===== src/rtl/lfsr_rng_bank.sv =====
// rtl/lfsr_rng_bank.sv - multi-channel Fibonacci LFSR random bank; optional RNG_LEAP_EN advances OUT_WIDTH steps per draw
module lfsr_rng_bank #(
    parameter int S_WIDTH   = 8,
    parameter int N_CH      = 3,
    parameter int OUT_WIDTH = 6,
    parameter int CNT_WIDTH = 16
) (
    input  logic                      clk,
    input  logic                      rst,
    input  logic [N_CH*S_WIDTH-1:0]   seed_i,
    input  logic                      seed_valid_i,
    input  logic                      free_run_i,
    input  logic                      rnd_ready_i,
    output logic                      rnd_valid_o,
    output logic [N_CH*OUT_WIDTH-1:0] rnd_o,
    output logic                      seeded_o,
    output logic [CNT_WIDTH-1:0]      draw_cnt_o
);

    generate
        if (!(S_WIDTH == 8 || S_WIDTH == 16 || S_WIDTH == 32)) begin : g_bad_width
            $error("lfsr_rng_bank: S_WIDTH must be 8, 16 or 32");
        end
        if (OUT_WIDTH < 1 || OUT_WIDTH > S_WIDTH) begin : g_bad_out_width
            $error("lfsr_rng_bank: OUT_WIDTH must be in 1..S_WIDTH");
        end
    endgenerate

`ifdef RNG_LEAP_EN
    localparam int LEAP = OUT_WIDTH;
`else
    localparam int LEAP = 1;
`endif

    typedef enum logic {IDLE, RUN} fsm_e;

    fsm_e                    fsm_q, fsm_d;
    logic [N_CH*S_WIDTH-1:0] state_q, state_d;
    logic                    seeded_q, seeded_d;
    logic [CNT_WIDTH-1:0]    cnt_q, cnt_d;
    logic                    draw;
    logic                    step;

    // Widened copy lets every tap set be indexed without out-of-range selects.
    function automatic logic [S_WIDTH-1:0] lfsr_next(input logic [S_WIDTH-1:0] s);
        logic [31:0] w;
        logic        fb;
        w = 32'(s);
        case (S_WIDTH)
            8:       fb = w[7] ^ w[5] ^ w[4] ^ w[3];
            16:      fb = w[15] ^ w[14] ^ w[12] ^ w[3];
            default: fb = w[31] ^ w[21] ^ w[1] ^ w[0];
        endcase
        return {s[S_WIDTH-2:0], fb};
    endfunction

    function automatic logic [S_WIDTH-1:0] lfsr_advance(input logic [S_WIDTH-1:0] s);
        logic [S_WIDTH-1:0] t;
        t = s;
        for (int i = 0; i < LEAP; i++) begin
            t = lfsr_next(t);
        end
        return t;
    endfunction

    always_comb begin
        fsm_d    = fsm_q;
        state_d  = state_q;
        seeded_d = seeded_q;
        cnt_d    = cnt_q;
        draw     = (fsm_q == RUN) && rnd_ready_i;
        step     = (fsm_q == RUN) && (draw || free_run_i);
        if (seed_valid_i) begin
            for (int k = 0; k < N_CH; k++) begin
                state_d[k*S_WIDTH +: S_WIDTH] =
                    (seed_i[k*S_WIDTH +: S_WIDTH] == '0) ? '1 : seed_i[k*S_WIDTH +: S_WIDTH];
            end
            fsm_d    = RUN;
            seeded_d = 1'b1;
        end else if (step) begin
            for (int k = 0; k < N_CH; k++) begin
                state_d[k*S_WIDTH +: S_WIDTH] = lfsr_advance(state_q[k*S_WIDTH +: S_WIDTH]);
            end
            if (draw) begin
                cnt_d = cnt_q + CNT_WIDTH'(1);
            end
        end
    end

    always_ff @(posedge clk) begin
        if (rst) begin
            fsm_q    <= IDLE;
            state_q  <= '0;
            seeded_q <= 1'b0;
            cnt_q    <= '0;
        end else begin
            fsm_q    <= fsm_d;
            state_q  <= state_d;
            seeded_q <= seeded_d;
            cnt_q    <= cnt_d;
        end
    end

    always_comb begin
        rnd_o = '0;
        for (int k = 0; k < N_CH; k++) begin
            if (fsm_q == RUN) begin
                rnd_o[k*OUT_WIDTH +: OUT_WIDTH] = state_q[k*S_WIDTH +: OUT_WIDTH];
            end
        end
    end

    assign rnd_valid_o = (fsm_q == RUN);
    assign seeded_o    = seeded_q;
    assign draw_cnt_o  = cnt_q;

endmodule


===== config.mk =====
export PLATFORM = sky130hd
export DESIGN_NAME = lfsr_rng_bank
export DESIGN_NICKNAME = d
export VERILOG_FILES = /design/src/rtl/lfsr_rng_bank.sv
export SDC_FILE = /design/constraint.sdc
export NUM_CORES = 1
export LEC_CHECK = 0
export BUFFER_PORTS_ARGS = -buffer_cell sky130_fd_sc_hd__buf_2
export CORE_ASPECT_RATIO = 0.9
export CORE_UTILIZATION = 40
export DETAILED_ROUTE_END_ITERATION = 10
export GPL_TIMING_DRIVEN = 0
export HOLD_SLACK_MARGIN = 0.08
export PLACE_DENSITY = 0.68
export SYNTH_ARGS = -nofsm -noshare
export SYNTH_HDL_FRONTEND = slang
export SYNTH_SLANG_ARGS = --single-unit

===== constraint.sdc =====
create_clock -name clk -period 1.65 [get_ports clk]
set_input_delay 0.165 -clock clk [delete_from_list [all_inputs] [get_ports clk]]
set_output_delay 0.165 -clock clk [all_outputs]
set_load 0.01 [all_outputs]

==> impl_metrics.py, run 1 <==
metrics = {
    "outcome": {
        "outcome": "finished, final reports clean",
    },
    "timing": {
        "grt_setup_unrepaired": "true",
        "hold_viol": 0,
        "tightest_slew_ns": 0.529,
        "setup_viol": 0,
        "fin_ws_ns": 0.0102,
        "period_minus_slack_ns": 1.64,
        "skew_ns": 0.00690,
        "fmax_ghz": 0.610,
        "slew_headroom_pct": 64.5,
        "slew_viol_final": 0,
        "finalCritPeriodShare_pct": 99.4,
    },
    "worst_hold_path": {
        "min_path_type": "in2reg",
        "min-delay-start": "seed_i[12]",
    },
    "floorplan": {
        "core_sq_um": 4860,
        "ios": 65,
        "rows": 24,
        "start_util_pct": 41.8,
        "die_w_microns": 77.1,
        "die_y_microns": 69.6,
        "die_area_sq_um": 5370,
    },
    "power": {
        "p_total_mw": 2.17,
        "seq_power_share_pct": 49.9,
        "powerDensity_nw_per_um2": 817,
        "pwr-share-comb_pct": 13.4,
        "p_switching_mw": 0.557,
        "p_int_mw": 1.61,
        "p_clk_share_pct": 36.7,
        "irDropWorstVdd_v": 0.000346,
        "p_sw_share_pct": 25.7,
        "total_leakage_power_nw": 1.19,
    },
    "worst_setup_path": {
        "crit_start": "draw_cnt_o[0]",
        "reg2reg_from": "draw_cnt_o[0]",
        "end_kind": "register",
        "max_stage_delay_ns": 0.52,
        "crit_chain": "ha_4, nand4b_4, or4_4, or3_4, a21oi_2",
        "critPathRequiredTime_ns": 1.87,
        "cp_slowest_cell": "or4_4",
        "startpoint_type": "register",
        "cp.arrival_ns": 1.86,
        "crit_fanout": 6,
        "ff2ff_setup_slack_ns": 0.01,
        "worst-setup-path-type": "reg2reg",
    },
    "logic_synthesis": {
        "synth_top_area_cell": "dfxtp_1",
        "syn_avg_cell_area_sq_um": 8.33,
        "synth_edf_count": 0,
        "synth_area_sq_um": 2030,
        "ys_ff_latch": 41,
        "ys_seq_area_share_pct": 40.4,
        "syn_nets": 274,
        "synth.area.top_cells": "dfxtp_1 40%, nand2_1 8.5%, o221ai_1 8.2%",
        "synth.top_cell.area_share_pct": 40.4,
        "synth_warnings": 0,
        "synthCells": 244,
        "synthDistinctLibCells": 33,
        "synth_most_common_cell": "nand2_1",
        "synthTopCellsByCount": "46 x nand2_1, 41 x dfxtp_1, 20 x nor2_1, 19 x and2_1, 19 x o221ai_1",
        "synth-main-ff-cell": "dfxtp_1",
        "async_reset_ff_share_pct": 0,
    },
    "job": {
        "cap_violations": 0,
    },
    "cells_and_area": {
        "nets": 350,
        "drive_above_1_share_pct": 32.1,
        "syn2layout_area_growth_pct": 30.7,
        "finish.utilization_pct": 54.6,
        "layout.cells.non_filler": 386,
        "diodes": 0,
    },
    "global_routing": {
        "grt_pass1_wl_microns": 8020,
        "grt_pass1_vias": 1826,
        "grt.total_usage_pct": 18.7,
        "grt_overflow": 0,
        "grt_max_degree": 14,
        "antenna_found_initial": 0,
    },
    "cts": {
        "hold_buffers": 0,
        "htreeDepth": 2,
        "root_buffer": "clkbuf_8",
        "clock_latency_ns": 0.29,
        "cts_buffers": 5,
        "clk_pin_slew_ns": 0.08,
        "clock_path_buffers": 2,
        "cts.sinks": 41,
        "cts_tree": "done",
    },
    "placement": {
        "portBuffers": 63,
        "dp_slack_ns": -0.116,
        "place_congestion": 0.803,
        "dp.cells": 372,
        "hpwlAfterDp_microns": 3560,
    },
    "detailed_routing": {
        "routed_wl_microns": 4820,
        "via_per_inst": 5.13,
        "first_pass_iters": 4,
        "drt_iter0_markers": 82,
        "ant_nets": 0,
        "vias": 1980,
        "routedWlPerCell_microns": 12.5,
        "remaining_drc_errors": 0,
    },
}
==> critical path: cells and delay by family, from the launching register on <==
| family | cells | cell delay [ns] |
|---|---|---|
| and+or+nand+nor | 3 | 0.95 |
| DFF | 1 | 0.37 |
| adders and majority gates | 1 | 0.13 |
| AOI/OAI and AO/OA | 1 | 0.12 |
==> final timing paths <==
kind               endpoint  cells past startpoint
min reg2reg     state_q[14]                      2
max          draw_cnt_o[12]                      5
min             state_q[12]                      3
max reg2reg  draw_cnt_o[12]                      5
==> per-layer routing <==
layer / track usage (%) / vias to the layer above / part of all wire [%]
li1: - / 1009 / -
met1: 25.1 / 896 / 49
met2: 29.7 / 67 / 44
met3: 4.08 / 8 / 5.5
met4: 6.08 / 0 / 1.1
met5: 0 / - / 0
==> flip-flops by register name (all words and copies together), names as in the netlist <==
signal,flops
draw_cnt_o,16
seeded_o,1
state_q,24
==> cells by family after synthesis <==
group | synth area share, %
fa+ha+maj | 0.616
xor+xnor | 7.33
buf+inv | 3.51
compound gates | 15.6
flops | 40.4
mux | 1.66
simple gates | 30.9
==> per-stage QoR <==
| stage | instance area [sq um] | hold slack, ns | setup TNS, ns |
|---|---|---|---|
| floorplan | 2060 | 0.340 | -0.0485 |
| global placement | 2460 | 0.431 | -0.324 |
| detailed placement | 2460 | 0.435 | -0.509 |
| CTS | 2620 | 0.154 | -0.123 |
| global route | 2660 | 0.167 | -0.147 |
| finish | 2660 | 0.158 | 0 |
==> power groups by stage <==
stage          Clock [mW]  Sequential (mW)  Combinational [mW]
3_3_place_gp            0             1.11               0.281
5_1_grt             0.859             1.09               0.324
2_1_floorplan           0             1.10               0.184
3_5_place_dp            0             1.11               0.286
4_1_cts             0.812             1.09               0.292
6_report            0.797             1.08               0.291
==> cell usage in the layout, fill, tap and decap left out, types with 5 or more instances in the layout <==
cell type	count
buf_2	63
nand2_1	45
dfxtp_1	33
nor2_1	20
and2_1	19
o221ai_1	19
xnor2_1	11
o21ai_0	8
clkbuf_1	8
a21oi_1	7
buf_4	7
xor2_1	6
or3_1	5
inv_1	5
nor2b_1	5
nand3_1	5
clkbuf_8	5
dfxtp_4	5
==> area by class of cell <==
cell class,instances,area (sq um)
Timing Repair Buffer,69,360
Buffer,13,60.1
Clock buffer,5,68.8
Sequential cell,41,843
Inverter,5,18.8
Multi-Input combinational cell,185,1180
Fill cell,484,2210
Clock inverter,3,41.3
Tap cell,65,81.3
==> what timing repair did <==
| item | in CTS | in global routing |
|---|---|---|
| pin swaps | 8 | 4 |
| setup endpoints to repair | 13 | 13 |
| gates resized for setup | 9 | 9 |
| setup buffers | 4 | 2 |
(Power assumes the default switching activity.)
==> run 2: changes to the inputs <==
PLACE_DENSITY = 0.65   (was 0.68)
clock period = 1.6 ns   (was 1.65 ns; I/O delays follow)
==> run 2 against run 1 <==
Effect of this change: final cell count increased by 0.26%; critical path type unchanged; largest cell class unchanged; combinational power increased by 5%; the run now ends with negative setup slack left; sequential share of layout area decreased by 0.079 points.
==> impl_metrics.py, run 2 (synthesized netlist as in run 1, its figures left out) <==
metrics = {
    "global_routing": {
        "grt_pass1_vias": 1761,
        "grt_max_degree": 12,
        "grt.total_usage_pct": 19.2,
        "antenna_found_initial": 0,
        "grt_pass1_wl_microns": 8210,
        "grt_overflow": 0,
    },
    "floorplan": {
        "die_area_sq_um": 5370,
        "die_w_microns": 77.1,
        "die_y_microns": 69.6,
        "rows": 24,
        "start_util_pct": 41.8,
        "core_sq_um": 4860,
        "ios": 65,
    },
    "cts": {
        "root_buffer": "clkbuf_8",
        "cts.sinks": 41,
        "htreeDepth": 2,
        "clock_latency_ns": 0.30,
        "clock_path_buffers": 2,
        "cts_tree": "done",
        "hold_buffers": 0,
        "clk_pin_slew_ns": 0.08,
        "cts_buffers": 5,
    },
    "cells_and_area": {
        "final_cell_mix": "63 x buf_2, 45 x nand2_1, 33 x dfxtp_1",
        "nets": 352,
        "drive_above_1_share_pct": 33.2,
        "diodes": 0,
        "fill_cells": 488,
        "regMostFlops": "state_q",
        "final_cell_area_sq_um": 2650,
        "final_common_cell": "buf_2",
        "syn2layout_area_growth_pct": 30.6,
        "largest_reg_flops": 24,
    },
    "power": {
        "total_leakage_power_nw": 1.22,
        "irDropWorstVdd_v": 0.000441,
        "p_total_mw": 2.12,
        "powerDensity_nw_per_um2": 797,
    },
    "worst_setup_path": {
        "end_kind": "register",
        "crit_fanout": 7,
        "worst-setup-path-type": "reg2reg",
        "critPathRequiredTime_ns": 1.79,
        "startpoint_type": "register",
        "cp.arrival_ns": 1.83,
        "reg2reg_depth": 5,
    },
    "placement": {
        "portBuffers": 63,
        "place_congestion": 0.735,
        "place_area_sq_um": 2460,
        "hpwlAfterDp_microns": 3520,
    },
    "detailed_routing": {
        "first_pass_iters": 5,
        "ant_nets": 0,
        "via_per_inst": 5.07,
        "drt_iter0_markers": 85,
        "vias": 1964,
        "remaining_drc_errors": 0,
        "routedWlPerCell_microns": 12.9,
        "routed_wl_microns": 5010,
    },
    "timing": {
        "fmax_ghz": 0.608,
        "period_minus_slack_ns": 1.65,
        "slew_headroom_pct": 63.5,
        "fin_ws_ns": -0.0454,
        "slew_viol_final": 0,
        "setup_viol": 5,
        "grt_setup_unrepaired": "true",
        "setup_tns_ns": -0.0794,
        "tightest_slew_ns": 0.548,
        "skew_ns": 0.00702,
        "holdWs_ns": 0.147,
        "finalCritPeriodShare_pct": 103,
        "hold_viol": 0,
    },
    "outcome": {
        "violations": "negative setup slack",
        "outcome": "finished, violations left",
    },
    "job": {
        "cap_violations": 0,
    },
    "worst_hold_path": {
        "min_path_type": "in2reg",
        "hold_depth": 3,
    },
}
==> run 2: timing repair <==
| item | CTS | global route |
|---|---|---|
| pin swaps | 9 | 4 |
| buffers inserted | 6 | 3 |
| setup endpoints to repair | 22 | 35 |
| gates resized for setup | 6 | 19 |
==> run 2: worst max-delay path: stages, from the launching register on <==
cell and delay, ns:
dfxtp_4 0.38, nand4_1 0.13, buf_4 0.17, nor4_4 0.30, nor3b_4 0.25, mux2_4 0.31
==> run 2: per-layer routing <==
layer  part of all wire [%]  wire length, microns  GRT usage [%]
met5                      0                     0              0
met4                   0.86                    43           4.82
met3                    5.6                   278           5.53
met2                     42                  2120           29.1
met1                     51                  2570           26.8
==> run 2: final cells by class <==
| cell class | instances | area (sq um) | share of cell area (%) |
|---|---|---|---|
| Multi-Input combinational cell | 185 | 1180 | 44.6 |
| Timing Repair Buffer | 72 | 387 | 14.6 |
| Clock buffer | 7 | 86.3 | 3.25 |
| Buffer | 12 | 57.6 | 2.17 |
| Tap cell | 65 | 81.3 | 3.06 |
| Inverter | 5 | 18.8 | 0.707 |
| Sequential cell | 41 | 841 | 31.7 |
==> run 2: where the power goes <==
| group | switching (mW) | internal, mW |
|---|---|---|
| sequential | 0.0483 | 1.07 |
| combinational | 0.165 | 0.140 |
| clock | 0.351 | 0.342 |
==> run 2: worst paths after layout <==
check                startpoint              to  slack [ns]
setup reg to reg  draw_cnt_o[4]  draw_cnt_o[15]       -0.05
setup / recovery  draw_cnt_o[4]  draw_cnt_o[15]       -0.05
hold / removal       seed_i[14]     state_q[14]        0.15
hold reg to reg     state_q[22]     state_q[22]        0.44
==> run 2: stage by stage <==
stage | worst slack [ns] | std cells | utilization (%)
2_1_floorplan | -0.0742 | 244 | -
3_3_place_gp | -0.132 | 372 | 50.6
3_5_place_dp | -0.147 | 372 | 50.6
4_1_cts | -0.0662 | 385 | 53.7
5_1_grt | -0.121 | 387 | 54.6
6_report | -0.0454 | 387 | 54.6
